--- src/rtl/ahb_uart0_if.sv ---
// AHB-Lite data-port bundle between the CPU initiator and the uart0 responder.
interface ahb_uart0_if;
  logic        HSELx;
  logic [31:0] HADDR;
  logic        HWRITE;
  logic [2:0]  HSIZE;
  logic [1:0]  HTRANS;
  logic [31:0] HWDATA;
  logic [31:0] HRDATA;
  logic        HREADY;
  logic [1:0]  HRESP;

  modport master (output HSELx, HADDR, HWRITE, HSIZE, HTRANS, HWDATA,
                  input  HRDATA, HREADY, HRESP);
  modport slave  (input  HSELx, HADDR, HWRITE, HSIZE, HTRANS, HWDATA,
                  output HRDATA, HREADY, HRESP);
endinterface

--- src/rtl/ahb_uart0.sv ---
// uart0 AHB-Lite responder: zero-wait register file, TX FIFO into an 8N1 serializer, 8N1 deserializer.
// Optional UART0_IRQ_EN adds the IE register at 0x10 and the irq_uart output.
//
// state    | meaning
// TX_IDLE  | line high, waiting for a FIFO entry
// TX_START | driving start bit (0)
// TX_DATA  | driving 8 data bits, LSB first
// TX_STOP  | driving stop bit (1); chains straight into TX_START if FIFO has data
// RX_IDLE  | waiting for synchronized falling edge
// RX_START | counting to mid start bit; high there means false start
// RX_DATA  | sampling 8 data bits
// RX_STOP  | sampling stop bit, then deliver or flag
module ahb_uart0 #(
  parameter int unsigned TX_DEPTH    = 8,
  parameter logic [15:0] DEFAULT_DIV = 16'd433
) (
  input  logic       clk,
  input  logic       rst,
  ahb_uart0_if.slave bus,
  output logic       uart_tx,
  input  logic       uart_rx
`ifdef UART0_IRQ_EN
  ,
  output logic       irq_uart
`endif
);
  localparam int unsigned AW = $clog2(TX_DEPTH);

  typedef enum logic [1:0] {TX_IDLE, TX_START, TX_DATA, TX_STOP} tx_state_t;
  typedef enum logic [1:0] {RX_IDLE, RX_START, RX_DATA, RX_STOP} rx_state_t;

  logic        dp_valid, dp_write, err_c2;
  logic [9:0]  dp_addr;
  logic        addr_ok, dp_bad, wr_en, rd_en, w1c, rd_rx;
  logic [15:0] div;
  logic        tx_ovf, rx_ovr, frame_err, rx_valid;
  logic [7:0]  rx_byte;

  always_comb begin
    addr_ok = (dp_addr < 10'd4);
`ifdef UART0_IRQ_EN
    if (dp_addr == 10'd4) addr_ok = 1'b1;
`endif
  end

  assign dp_bad     = dp_valid && !addr_ok;
  assign wr_en      = dp_valid && addr_ok && dp_write;
  assign rd_en      = dp_valid && addr_ok && !dp_write;
  assign w1c        = wr_en && (dp_addr == 10'd2);
  assign rd_rx      = rd_en && (dp_addr == 10'd1);
  assign bus.HREADY = !dp_bad;
  assign bus.HRESP  = (dp_bad || err_c2) ? 2'b01 : 2'b00;

  // A bad offset holds one stall cycle; any address phase offered then is dropped.
  always_ff @(posedge clk or posedge rst) begin
    if (rst) begin
      dp_valid <= 1'b0;
      dp_write <= 1'b0;
      dp_addr  <= '0;
      err_c2   <= 1'b0;
    end else begin
      err_c2 <= dp_bad;
      if (dp_bad) begin
        dp_valid <= 1'b0;
      end else begin
        dp_valid <= bus.HSELx && bus.HTRANS[1];
        dp_addr  <= bus.HADDR[11:2];
        dp_write <= bus.HWRITE;
      end
    end
  end

  logic [7:0]  mem [TX_DEPTH];
  logic [AW:0] wptr, rptr;
  logic        tx_full, tx_empty, push, pop;

  assign tx_empty = (wptr == rptr);
  assign tx_full  = (wptr[AW] != rptr[AW]) && (wptr[AW-1:0] == rptr[AW-1:0]);
  assign push     = wr_en && (dp_addr == 10'd0);

  always_ff @(posedge clk) begin
    if (push && !tx_full) mem[wptr[AW-1:0]] <= bus.HWDATA[7:0];
  end

  always_ff @(posedge clk or posedge rst) begin
    if (rst) begin
      wptr <= '0;
      rptr <= '0;
    end else begin
      if (push && !tx_full) wptr <= wptr + {{AW{1'b0}}, 1'b1};
      if (pop)              rptr <= rptr + {{AW{1'b0}}, 1'b1};
    end
  end

  tx_state_t   tx_state;
  logic [15:0] tx_cnt;
  logic [2:0]  tx_idx;
  logic [7:0]  tx_sh;
  logic        tx_busy;

  assign tx_busy = (tx_state != TX_IDLE);
  assign pop     = !tx_empty && ((tx_state == TX_IDLE) ||
                                 (tx_state == TX_STOP && tx_cnt == 16'd0));

  always_ff @(posedge clk or posedge rst) begin
    if (rst) begin
      tx_state <= TX_IDLE;
      tx_cnt   <= '0;
      tx_idx   <= '0;
      tx_sh    <= '0;
      uart_tx  <= 1'b1;
    end else begin
      case (tx_state)
        TX_IDLE: if (pop) begin
          tx_sh    <= mem[rptr[AW-1:0]];
          tx_cnt   <= div;
          uart_tx  <= 1'b0;
          tx_state <= TX_START;
        end
        TX_START: if (tx_cnt == 16'd0) begin
          tx_cnt   <= div;
          tx_idx   <= '0;
          uart_tx  <= tx_sh[0];
          tx_state <= TX_DATA;
        end else tx_cnt <= tx_cnt - 16'd1;
        TX_DATA: if (tx_cnt == 16'd0) begin
          tx_cnt <= div;
          if (tx_idx == 3'd7) begin
            uart_tx  <= 1'b1;
            tx_state <= TX_STOP;
          end else begin
            tx_sh   <= tx_sh >> 1;
            uart_tx <= tx_sh[1];
            tx_idx  <= tx_idx + 3'd1;
          end
        end else tx_cnt <= tx_cnt - 16'd1;
        TX_STOP: if (tx_cnt == 16'd0) begin
          if (pop) begin
            tx_sh    <= mem[rptr[AW-1:0]];
            tx_cnt   <= div;
            uart_tx  <= 1'b0;
            tx_state <= TX_START;
          end else tx_state <= TX_IDLE;
        end else tx_cnt <= tx_cnt - 16'd1;
        default: tx_state <= TX_IDLE;
      endcase
    end
  end

  rx_state_t   rx_state;
  logic        rx_s1, rx_s2, rx_prev;
  logic [15:0] rx_cnt, half;
  logic [16:0] half_full;
  logic [2:0]  rx_idx;
  logic [7:0]  rx_sh;
  logic        rx_sample, rx_good, rx_bad_stop, rx_load, rx_drop;

  assign half_full   = ({1'b0, div} + 17'd1) >> 1;
  assign half        = half_full[15:0];
  assign rx_sample   = (rx_state != RX_IDLE) && (rx_cnt == 16'd0);
  assign rx_good     = (rx_state == RX_STOP) && rx_sample && rx_s2;
  assign rx_bad_stop = (rx_state == RX_STOP) && rx_sample && !rx_s2;
  // A same-cycle RXDATA read frees the holding register for the incoming byte.
  assign rx_load     = rx_good && (!rx_valid || rd_rx);
  assign rx_drop     = rx_good && rx_valid && !rd_rx;

  always_ff @(posedge clk or posedge rst) begin
    if (rst) begin
      rx_s1    <= 1'b1;
      rx_s2    <= 1'b1;
      rx_prev  <= 1'b1;
      rx_state <= RX_IDLE;
      rx_cnt   <= '0;
      rx_idx   <= '0;
      rx_sh    <= '0;
    end else begin
      rx_s1   <= uart_rx;
      rx_s2   <= rx_s1;
      rx_prev <= rx_s2;
      case (rx_state)
        RX_IDLE: if (rx_prev && !rx_s2) begin
          rx_cnt   <= (half == 16'd0) ? 16'd0 : half - 16'd1;
          rx_state <= RX_START;
        end
        RX_START: if (rx_sample) begin
          rx_cnt   <= div;
          rx_idx   <= '0;
          rx_state <= rx_s2 ? RX_IDLE : RX_DATA;
        end else rx_cnt <= rx_cnt - 16'd1;
        RX_DATA: if (rx_sample) begin
          rx_sh  <= {rx_s2, rx_sh[7:1]};
          rx_cnt <= div;
          if (rx_idx == 3'd7) rx_state <= RX_STOP;
          else                rx_idx   <= rx_idx + 3'd1;
        end else rx_cnt <= rx_cnt - 16'd1;
        RX_STOP: if (rx_sample) rx_state <= RX_IDLE;
                 else           rx_cnt   <= rx_cnt - 16'd1;
        default: rx_state <= RX_IDLE;
      endcase
    end
  end

  // Flag-set events win over a same-cycle W1C.
  always_ff @(posedge clk or posedge rst) begin
    if (rst) begin
      div       <= DEFAULT_DIV;
      tx_ovf    <= 1'b0;
      rx_ovr    <= 1'b0;
      frame_err <= 1'b0;
      rx_valid  <= 1'b0;
      rx_byte   <= '0;
    end else begin
      if (wr_en && dp_addr == 10'd3) div <= bus.HWDATA[15:0];
      if (push && tx_full)                tx_ovf <= 1'b1;
      else if (w1c && bus.HWDATA[4])      tx_ovf <= 1'b0;
      if (rx_drop)                        rx_ovr <= 1'b1;
      else if (w1c && bus.HWDATA[5])      rx_ovr <= 1'b0;
      if (rx_bad_stop)                    frame_err <= 1'b1;
      else if (w1c && bus.HWDATA[6])      frame_err <= 1'b0;
      if (rx_load) begin
        rx_valid <= 1'b1;
        rx_byte  <= rx_sh;
      end else if (rd_rx) rx_valid <= 1'b0;
    end
  end

`ifdef UART0_IRQ_EN
  logic [1:0] ie;
  always_ff @(posedge clk or posedge rst) begin
    if (rst) begin
      ie       <= '0;
      irq_uart <= 1'b0;
    end else begin
      if (wr_en && dp_addr == 10'd4) ie <= bus.HWDATA[1:0];
      irq_uart <= (ie[0] & tx_empty) | (ie[1] & rx_valid);
    end
  end
`endif

  always_comb begin
    bus.HRDATA = '0;
    if (rd_en) begin
      case (dp_addr)
        10'd1:   bus.HRDATA = {rx_valid, 23'b0, rx_byte};
        10'd2:   bus.HRDATA = {25'b0, frame_err, rx_ovr, tx_ovf, rx_valid,
                               tx_busy, tx_empty, tx_full};
        10'd3:   bus.HRDATA = {16'b0, div};
`ifdef UART0_IRQ_EN
        10'd4:   bus.HRDATA = {30'b0, ie};
`endif
        default: bus.HRDATA = '0;
      endcase
    end
  end

  logic unused_bits;
  assign unused_bits = ^{bus.HSIZE, bus.HADDR[31:12], bus.HADDR[1:0],
                         bus.HWDATA[31:16], half_full[16]};
endmodule

--- src/flat_wrapper.sv ---
// flat-port wrapper written by rule: the top's interface ports become plain ports
module ahb_uart0_flat 
#(
  parameter int unsigned TX_DEPTH    = 8,
  parameter logic [15:0] DEFAULT_DIV = 16'd433
)
  (clk, rst, uart_tx, uart_rx, bus_HSELx, bus_HADDR, bus_HWRITE, bus_HSIZE, bus_HTRANS, bus_HWDATA, bus_HRDATA, bus_HREADY, bus_HRESP);
  ahb_uart0_if bus_i ();
  input  logic clk;
  input  logic rst;
  output logic uart_tx;
  input  logic uart_rx;
  input wire logic [$bits(bus_i.HSELx)-1:0] bus_HSELx;
  input wire logic [$bits(bus_i.HADDR)-1:0] bus_HADDR;
  input wire logic [$bits(bus_i.HWRITE)-1:0] bus_HWRITE;
  input wire logic [$bits(bus_i.HSIZE)-1:0] bus_HSIZE;
  input wire logic [$bits(bus_i.HTRANS)-1:0] bus_HTRANS;
  input wire logic [$bits(bus_i.HWDATA)-1:0] bus_HWDATA;
  output wire logic [$bits(bus_i.HRDATA)-1:0] bus_HRDATA;
  output wire logic [$bits(bus_i.HREADY)-1:0] bus_HREADY;
  output wire logic [$bits(bus_i.HRESP)-1:0] bus_HRESP;
  assign bus_i.HSELx = bus_HSELx;
  assign bus_i.HADDR = bus_HADDR;
  assign bus_i.HWRITE = bus_HWRITE;
  assign bus_i.HSIZE = bus_HSIZE;
  assign bus_i.HTRANS = bus_HTRANS;
  assign bus_i.HWDATA = bus_HWDATA;
  assign bus_HRDATA = bus_i.HRDATA;
  assign bus_HREADY = bus_i.HREADY;
  assign bus_HRESP = bus_i.HRESP;
  ahb_uart0 #(.TX_DEPTH(TX_DEPTH), .DEFAULT_DIV(DEFAULT_DIV)) u_core (.clk(clk), .rst(rst), .bus(bus_i), .uart_tx(uart_tx), .uart_rx(uart_rx));
endmodule
--- config.mk ---
export PLATFORM = sky130hd
export DESIGN_NAME = ahb_uart0_flat
export DESIGN_NICKNAME = d
export VERILOG_FILES = /design/src/rtl/ahb_uart0_if.sv /design/src/rtl/ahb_uart0.sv /design/src/flat_wrapper.sv
export SDC_FILE = /design/constraint.sdc
export NUM_CORES = 1
export LEC_CHECK = 0
export ABC_AREA = 1
export BUFFER_PORTS_ARGS = -buffer_cell sky130_fd_sc_hd__buf_2
export CAP_MARGIN = 25
export CORE_MARGIN = 3
export CORE_UTILIZATION = 63
export DETAILED_ROUTE_END_ITERATION = 8
export PLACE_DENSITY = 0.92
export SLEW_MARGIN = 10
export SYNTH_ARGS = -nofsm -noshare
export SYNTH_HDL_FRONTEND = slang
export SYNTH_SLANG_ARGS = --single-unit
--- constraint.sdc ---
create_clock -name clk -period 5.64 [get_ports clk]
set_clock_uncertainty 0.05 [all_clocks]
set_input_delay 0.282 -clock clk [delete_from_list [all_inputs] [get_ports clk]]
set_output_delay 0.282 -clock clk [all_outputs]
set_load 0.02 [all_outputs]
==> results of run 1 <==
synthesized netlist by cell type (2+ instances only):
cell / n
a21oi_1: 50
a21oi_2: 10
a31oi_1: 7
buf_2: 9
buf_4: 17
clkbuf_1: 27
clkinv_1: 3
dfrtp_1: 102
dfstp_2: 9
edfxtp_1: 64
ha_1: 21
inv_1: 114
inv_2: 7
nand2_1: 309
nand2_2: 11
nand2_4: 5
nand3_1: 63
nand3_2: 4
nand4_1: 16
nand4_2: 2
nor2_1: 149
nor2_2: 11
nor2_4: 5
nor2_8: 2
nor3_1: 26
nor4_1: 3
o211ai_1: 8
o21ai_0: 109
o221ai_1: 5
o22ai_1: 26
o31ai_1: 8
or2_2: 4
xnor2_1: 9
xor2_1: 25
worst register-to-register path, delay by kind of cell, from the launching register on:
family        cells  cell delay, ns
buf+inv           2            1.24
simple gates     10            1.89
flops             1            0.80
path summary, 6_finish.rpt:
| check | slack [ns] | end | depth (start not counted) | from |
|---|---|---|---|---|
| min | -0.002 | u_core.dp_write$_DFFE_PP0N_ | 3 | bus_HWRITE |
| max reg2reg | 1.60 | u_core.tx_cnt[12]$_DFF_PP0_ | 12 | u_core.rptr[1]$_DFFE_PP0P_ |
| min in group asynchronous | 0.44 | u_core.err_c2$_DFF_PP0_ | 3 | rst |
| min reg2reg | 0.32 | u_core.rx_s2$_DFF_PP1_ | 0 | u_core.rx_s1$_DFF_PP1_ |
| max in group asynchronous | 3.82 | u_core.tx_cnt[6]$_DFF_PP0_ | 4 | rst |
| max | 1.60 | u_core.tx_cnt[12]$_DFF_PP0_ | 12 | u_core.rptr[1]$_DFFE_PP0P_ |
power by group through the flow:
stage	logic, mW	clock network [mW]	registers (mW)
floorplan	1.63	0	1.68
global placement	1.91	0	1.75
detailed placement	2.01	0	1.75
CTS	2.06	1.19	1.74
global route	2.35	1.24	1.77
finish	2.11	1.19	1.75
kinds of logic after synthesis:
| group | after synthesis | synth area share, % |
|---|---|---|
| AND/OR/NAND/NOR | 614 | 27.0 |
| AO/OA/AOI/OAI | 228 | 12.9 |
| buffers and inverters | 178 | 7.49 |
| flip-flops | 175 | 47.0 |
| XOR/XNOR | 34 | 2.97 |
| adder cells (fa/ha/maj) | 21 | 2.62 |
| other | 1 | 0.0374 |
metrics by stage:
step           total power, mW  area, sq um  cells
6_report                  5.04        11100   1525
5_1_grt                   5.36        11100   1525
2_1_floorplan             3.31        10100   1266
3_3_place_gp              3.66        10300   1478
3_5_place_dp              3.76        10400   1482
4_1_cts                   4.98        11100   1524
layer usage:
| layer | share of wire [%] | routed length (um) | global-route usage, % | vias to the layer above |
|---|---|---|---|---|
| li1 | - | - | - | 4206 |
| met1 | 40 | 10100 | 37.5 | 4249 |
| met2 | 50 | 12700 | 48.7 | 492 |
| met3 | 7.6 | 1940 | 5.53 | 89 |
| met4 | 3.1 | 778 | 12.0 | 0 |
| met5 | 0 | 0 | 0 | - |
area by class of cell:
class | instances | area [sq um] | share of cell area [%]
Inverter | 124 | 468 | 4.23
Clock inverter | 14 | 149 | 1.34
Sequential cell | 175 | 4710 | 42.5
Timing Repair Buffer | 70 | 418 | 3.77
Multi-Input combinational cell | 913 | 4620 | 41.8
Clock buffer | 18 | 439 | 3.97
Tap cell | 211 | 264 | 2.38
registers in the layout, indices dropped and copies added (netlist names), 2 cells and up, named ones only:
| register | flops |
|---|---|
| u_core.mem | 64 |
| u_core.div | 16 |
| u_core.rx_cnt | 16 |
| u_core.tx_cnt | 16 |
| u_core.dp_addr | 10 |
| u_core.rx_byte | 8 |
| u_core.rx_sh | 8 |
| u_core.tx_sh | 8 |
| u_core.rptr | 4 |
| u_core.wptr | 4 |
| u_core.rx_idx | 3 |
| u_core.tx_idx | 3 |
| u_core.tx_state | 2 |
==> results.sh, run 1 <==
export IMPL_status="finished with violations"
export IMPL_violations="hold timing"
export IMPL_portBuffers=51
export IMPL_ys_seq_area_share_pct=47.0
export IMPL_drt_total_wl_um=25500
export IMPL_fin_tns_setup_ns=0
export IMPL_post_cts_setup_buffer_count=0
export IMPL_synth_largest_area_cell="dfrtp_1"
export IMPL_place_ws_ns=1.92
export IMPL_synthTopCellsByArea="dfrtp_1 (25%), edfxtp_1 (19%), nand2_1 (12%)"
export IMPL_p_sw_share_pct=43.3
export IMPL_startpoint_type="register"
export IMPL_critPathSlowestCell="dfrtp_1"
export IMPL_clock_sinks=175
export IMPL_layout_common_cells="nand2_1 (309), nor2_1 (149), inv_1 (113)"
export IMPL_timing_fmax_mhz=248
export IMPL_critPathMaxFanout=27
export IMPL_slowest_delay_ns=0.80
export IMPL_drc=0
export IMPL_ir_drop_mv=0.316
export IMPL_utilization_pct=72.0
export IMPL_area_growth_pct=10.5
export IMPL_layout_setup_ws_ns=1.60
export IMPL_drtIter0Drc=983
export IMPL_critPathMostFrequentCell="nand2_1"
export IMPL_cts_resized=0
export IMPL_overflow=0
export IMPL_clk_path_buf_depth=2
export IMPL_hold_buffers=10
export IMPL_syn_area_sq_um=10000
export IMPL_die_y_um=132
export IMPL_setup_viol_count_final=0
export IMPL_synth_ff_type="dfrtp_1"
export IMPL_worst_slew_margin_rel_pct=40.9
export IMPL_powerDensity_nw_per_um2=455
export IMPL_path_clk_slew_ns=0.07
export IMPL_p_clk_share_pct=23.5
export IMPL_finalWeightedCongestion=0.913
export IMPL_combPwrFrac_pct=41.8
export IMPL_grt_max_degree=70
export IMPL_cts_htree_levels=4
export IMPL_cts_inserted_buffers=17
export IMPL_fin_nets=1396
export IMPL_finalCritPeriodShare_pct=71.6
export IMPL_critical_path_top_delay_family="simple AND/OR/NAND/NOR gates"
export IMPL_worstPathCellList="clkinv_1 > nand2_1 > nand4_1 > nor2_1 > nand2_1 > nand2_1 > inv_1 > nand2_1 > nand3_1 > nand2_1 > nand3_1 > nand2_1"
export IMPL_drive_gt1_share_pct=12.6
export IMPL_synth_edff_count=64
export IMPL_ys_types=45
export IMPL_fp_dieW_um=132
export IMPL_syn_avg_cell_area_sq_um=8.01
export IMPL_worst_pin_slew_ns=0.885
export IMPL_worstSkewPairLatency_ns=0.44
export IMPL_finalHoldViolCount=1
export IMPL_ios=110
export IMPL_cp_data_required_time_ns=5.97
export IMPL_yosys_warnings=0
export IMPL_maxCapViolations=0
export IMPL_synth_top_area_share_pct=25.5
export IMPL_via_count=9036
export IMPL_period_minus_slack_ns=4.04
export IMPL_antenna_found_initial=0
export IMPL_root_buffer="clkbuf_16"
export IMPL_grt_pass1_vias=8572
export IMPL_ant_nets=0
export IMPL_seqPwrFrac_pct=34.7
export IMPL_rsz0062_at_grt="no"
export IMPL_holdWs_ns=-0.00178
export IMPL_cp_num_buf_inv=2
export IMPL_drv_slew=0
export IMPL_layout_commonest_cell="nand2_1"
export IMPL_core_area_sq_um=15400
export IMPL_async_flop_share_pct=63.4
export IMPL_ys_ff_latch=175
export IMPL_syn_inst=1251
export IMPL_endpoint_kind="register"
export IMPL_viasPerCell=5.93
export IMPL_min_path_type="input pin to register"
export IMPL_drt_pass1_iter_count=7
export IMPL_hpwl_um=16900
export IMPL_track_usage_pct=29.1
export IMPL_start_util_pct=65.2
export IMPL_n_fill_cell=1069
export IMPL_die_area_sq_um=17500
export IMPL_wl_per_cell_um=16.7
export IMPL_p_sw_mw=2.19
export IMPL_cell_internal_pwr_mw=2.86
export IMPL_cts_tree="done"
export IMPL_std_cell_rows=45
export IMPL_grt_pass1_wl_um=41600
export IMPL_diodes=0
export IMPL_arrival_ns=4.37
export IMPL_p_leak_nw=5.00
export IMPL_crit_type="register to register"
Note: power is estimated with default switching activity, not from simulation.
==> inputs of run 2 (changes only) <==
CORE_UTILIZATION = 60   (was 63)
PLACE_DENSITY = 0.88   (was 0.92)
clock period = 3.79 ns   (was 5.64 ns; I/O delays follow)
==> results.sh, run 2 (synthesis results as in run 1) <==
export IMPL_status="finished, final reports clean"
export IMPL_cts_tree="done"
export IMPL_ir_drop_mv=0.474
export IMPL_path_clk_slew_ns=0.07
export IMPL_p_clk_share_pct=23.8
export IMPL_ant_nets=0
export IMPL_fin_tns_setup_ns=0
export IMPL_finalHoldViolCount=0
export IMPL_setup_viol_count_final=0
export IMPL_met1_usage_pct=34.9
export IMPL_ios=110
export IMPL_finalCritPeriodShare_pct=75.8
export IMPL_p_leak_nw=5.11
export IMPL_clock_sinks=175
export IMPL_die_y_um=135
export IMPL_rsz0062_at_grt="no"
export IMPL_drt_total_wl_um=25000
export IMPL_root_buffer="clkbuf_16"
export IMPL_p_sw_share_pct=41.9
export IMPL_drt_pass1_iter_count=7
export IMPL_layout_common_cells="nand2_1 (309), nor2_1 (149), inv_1 (113)"
export IMPL_post_cts_setup_buffer_count=0
export IMPL_cts_htree_levels=4
export IMPL_portBuffers=51
export IMPL_drtIter0Drc=1000
export IMPL_grt_pass1_vias=8452
export IMPL_wl_per_cell_um=16.1
export IMPL_powerDensity_nw_per_um2=670
export IMPL_cts_resized=0
export IMPL_worstSkewPairLatency_ns=0.43
export IMPL_drive_gt1_share_pct=12.7
export IMPL_p_sw_mw=3.18
export IMPL_cp_data_required_time_ns=3.55
export IMPL_layout_commonest_cell="nand2_1"
export IMPL_maxCapViolations=0
export IMPL_worst_slew_margin_rel_pct=39.4
export IMPL_std_cell_rows=46
export IMPL_clk_path_buf_depth=2
export IMPL_startpoint_type="register"
export IMPL_dp_cells=1495
export IMPL_antenna_found_initial=1
export IMPL_combPwrFrac_pct=42.3
export IMPL_period_minus_slack_ns=2.87
export IMPL_seqPwrFrac_pct=33.9
export IMPL_grt_max_degree=73
export IMPL_start_util_pct=62.2
export IMPL_drv_slew=0
export IMPL_largest_reg_flops=64
export IMPL_worst_pin_slew_ns=0.909
export IMPL_via_count=9044
export IMPL_endpoint_kind="primary output"
export IMPL_grtUsageMet3_pct=4.98
export IMPL_die_area_sq_um=18300
export IMPL_grt_use_met2_pct=45.7
export IMPL_drc=0
export IMPL_n_fill_cell=1162
export IMPL_hold_buffers=26
export IMPL_grt_pass1_wl_um=40000
export IMPL_final_cells=1555
export IMPL_cts_inserted_buffers=17
export IMPL_finalWeightedCongestion=0.909
export IMPL_fp_dieW_um=135
export IMPL_critPathMaxFanout=17
export IMPL_min_path_type="input pin to register"
export IMPL_cell_internal_pwr_mw=4.40
export IMPL_grt_busiest_layer="met2"
export IMPL_crit_type="register to primary output"
export IMPL_core_area_sq_um=16100
export IMPL_fin_nets=1420
export IMPL_viasPerCell=5.82
export IMPL_track_usage_pct=27.2
export IMPL_timing_fmax_mhz=348
export IMPL_overflow=0
export IMPL_arrival_ns=2.64
export IMPL_hpwl_um=16400
export IMPL_area_growth_pct=12.8
[run 2: power by group through the flow]
stage | registers, mW | logic, mW | clock network, mW
after floorplan | 2.50 | 2.43 | 0
after global placement | 2.57 | 2.95 | 0
after detailed placement | 2.58 | 3.07 | 0
after CTS | 2.56 | 3.14 | 1.80
after global routing | 2.61 | 3.58 | 1.88
final | 2.57 | 3.21 | 1.80
[run 2: layer usage]
layer  wire (um)  part of all wire, %
met1        9980                   40
met2       12200                   49
met3        2140                  8.6
met4         682                  2.7
met5           0                    0
[run 2: layout make-up]
| type | instances | area (sq um) | share of cell area, % |
|---|---|---|---|
| timing repair buffer | 94 | 633 | 5.60 |
| multi-input combinational | 913 | 4620 | 40.8 |
| antenna | 1 | 2.50 | 0.0221 |
| clock buffer | 23 | 480 | 4.25 |
| sequential | 175 | 4710 | 41.7 |
| tap | 216 | 270 | 2.39 |
| inverter | 124 | 468 | 4.14 |
| clock inverter | 9 | 123 | 1.08 |
[run 2: worst paths after layout]
| check | end | startpoint | cells past startpoint | slack [ns] |
|---|---|---|---|---|
| worst max-delay path | bus_HRDATA[4] | u_core.dp_addr[8]$_DFFE_PP0N_ | 8 | 0.92 |
| worst min-delay path | u_core.mem[3][3]$_DFFE_PP_ | bus_HWDATA[3] | 1 | 0.01 |
| worst max register to register | u_core.tx_cnt[11]$_DFF_PP0_ | u_core.tx_cnt[0]$_DFF_PP0_ | 10 | 1.08 |
| worst min register to register | u_core.rx_s2$_DFF_PP1_ | u_core.rx_s1$_DFF_PP1_ | 0 | 0.31 |
| max in group asynchronous | u_core.div[8]$_DFFE_PP1P_ | rst | 4 | 2.36 |
| min in group asynchronous | u_core.dp_addr[6]$_DFFE_PP0N_ | rst | 3 | 0.44 |
[run 2: per-stage QoR]
stage               power, mW  util [%]  worst slack, ns  hold WS, ns  cell area, sq um
detailed placement       5.65      64.8             1.10        0.246             10400
floorplan                4.93         -            0.635        0.144             10100
global placement         5.52      64.6             1.09        0.246             10400
finish                   7.58      70.2            0.915       0.0132             11300
global route             8.06      70.2            0.739       0.0106             11300
CTS                      7.50      70.1            0.989       0.0116             11300
[run 2: worst max-delay path, cell delays in order (launching register included)]
cell      delay (ns)
dfrtp_1         0.39
nor2_1          0.10
nand2_1         0.09
nor2_2          0.21
nand3_1         0.57
o221ai_1        0.43
nand2_1         0.15
inv_1           0.09
buf_2           0.16
==> inputs of run 3 (changes only) <==
CORE_UTILIZATION = 54   (was 60)
PLACE_DENSITY = 0.84   (was 0.88)
clock period = 2.6 ns   (was 3.79 ns; I/O delays follow)
==> results.sh, run 3 (synthesis results as in run 1) <==
export IMPL_status="finished, final reports clean"
export IMPL_fp_dieW_um=142
export IMPL_critPathMaxFanout=26
export IMPL_worstSkewPairLatency_ns=0.44
export IMPL_portBuffers=51
export IMPL_ios=110
export IMPL_final_seq_area_sq_um=4710
export IMPL_largest_reg_flops=64
export IMPL_drt_total_wl_um=25000
export IMPL_timing_fmax_mhz=401
export IMPL_start_util_pct=55.4
export IMPL_diodes=0
export IMPL_drive_gt1_share_pct=14.1
export IMPL_arrival_ns=2.76
export IMPL_overflow=0
export IMPL_maxCapViolations=0
export IMPL_drv_slew=0
export IMPL_endpoint_kind="register"
export IMPL_worst_pin_slew_ns=0.808
export IMPL_period_minus_slack_ns=2.50
export IMPL_grt_pass1_wl_um=40800
export IMPL_worst_slew_margin_rel_pct=46.0
export IMPL_final_cell_area_sq_um=11500
export IMPL_path_clk_slew_ns=0.07
export IMPL_cts_htree_levels=4
export IMPL_fin_tns_setup_ns=0
export IMPL_antenna_found_initial=0
export IMPL_placed_area_sq_um=10600
export IMPL_finalCritPeriodShare_pct=96.0
export IMPL_fin_nets=1438
export IMPL_wl_per_cell_um=15.7
export IMPL_viasPerCell=5.67
export IMPL_layout_common_cells="nand2_1 (307), nor2_1 (145), inv_1 (113)"
export IMPL_setup_viol_count_final=0
export IMPL_cts_inserted_buffers=17
export IMPL_root_buffer="clkbuf_16"
export IMPL_n_fill_cell=1394
export IMPL_utilization_pct=63.7
export IMPL_min_path_type="input pin to register"
export IMPL_drtIter0Drc=969
export IMPL_startpoint_type="register"
export IMPL_finalHoldViolCount=0
export IMPL_via_count=8984
export IMPL_crit_type="register to register"
export IMPL_ant_nets=0
export IMPL_area_growth_pct=14.9
export IMPL_grt_max_degree=48
export IMPL_drt_pass1_iter_count=7
export IMPL_clk_path_buf_depth=2
export IMPL_cts_tree="done"
export IMPL_cp_data_required_time_ns=2.87
export IMPL_multi_input_area_sq_um=4650
export IMPL_die_area_sq_um=20200
export IMPL_core_area_sq_um=18100
export IMPL_powerDensity_nw_per_um2=957
export IMPL_grt_pass1_vias=8484
export IMPL_p_leak_nw=5.17
export IMPL_ir_drop_mv=0.666
export IMPL_p_total_mw=11.0
export IMPL_finalWeightedCongestion=0.910
export IMPL_std_cell_rows=49
export IMPL_clock_sinks=175
export IMPL_die_y_um=142
export IMPL_track_usage_pct=24.9
export IMPL_hpwl_um=16800
export IMPL_drc=0
export IMPL_layout_commonest_cell="nand2_1"
run 3: metrics by stage:
stage,cells,setup WS [ns],hold slack [ns]
final,1585,0.104,0.307
after global routing,1585,-0.0232,0.293
after CTS,1582,0.0361,0.282
after detailed placement,1519,0.118,0.187
after global placement,1519,0.211,0.187
after floorplan,1266,0.289,0.0845
run 3: layout make-up:
type	count	area share, %
Clock buffer	19	3.76
Clock inverter	13	1.16
Inverter	124	4.08
Multi-Input combinational cell	913	40.4
Sequential cell	175	40.9
Tap cell	229	2.49
Timing Repair Buffer	112	7.19
run 3: path summary, 6_finish.rpt:
kind | from | to | slack (ns) | cells past startpoint
min in group asynchronous | rst | u_core.dp_addr[3]$_DFFE_PP0N_ | 0.35 | 3
worst min register to register | u_core.rx_s1$_DFF_PP1_ | u_core.rx_s2$_DFF_PP1_ | 0.31 | 0
worst max-delay path | u_core.tx_cnt[0]$_DFF_PP0_ | u_core.tx_sh[6]$_DFFE_PP0P_ | 0.10 | 12
max in group asynchronous | rst | u_core.div[8]$_DFFE_PP1P_ | 1.40 | 4
worst min-delay path | uart_rx | u_core.rx_s1$_DFF_PP1_ | 0.31 | 2
worst max register to register | u_core.tx_cnt[0]$_DFF_PP0_ | u_core.tx_sh[6]$_DFFE_PP0P_ | 0.10 | 12
run 3: critical path, stage by stage, from the launching register on:
cell and delay, ns:
dfrtp_1 0.36, inv_1 0.14, ha_1 0.22, nand3_1 0.20, nor3_1 0.19, nand4_1 0.14, nand2_1 0.09, nand2_1 0.06
buf_4 0.23, nand2_1 0.30, nand2_2 0.20, nand2_1 0.12, nand2_1 0.07
run 3: routing by layer:
metal  GRT usage (%)  vias to the layer above  routed length, um
li1                -                     4298                  -
met1            32.6                     4208              10300
met2            42.4                      424              12300
met3            3.83                       54               1830
met4            8.69                        0                575
met5               0                        -                  0
run 3: power breakdown:
part | switching, mW | internal (mW) | leakage (nW)
logic | 3.14 | 1.69 | 2.96
clock network | 1.13 | 1.34 | 0.269
registers | 0.415 | 3.31 | 1.95
total | 4.68 | 6.34 | 5.17
run 3: what timing repair did:
item	CTS	global route
gates resized for setup	0	10
setup buffers	0	3
hold endpoints to repair	116	0
setup endpoints to repair	0	27
hold buffers	31	0
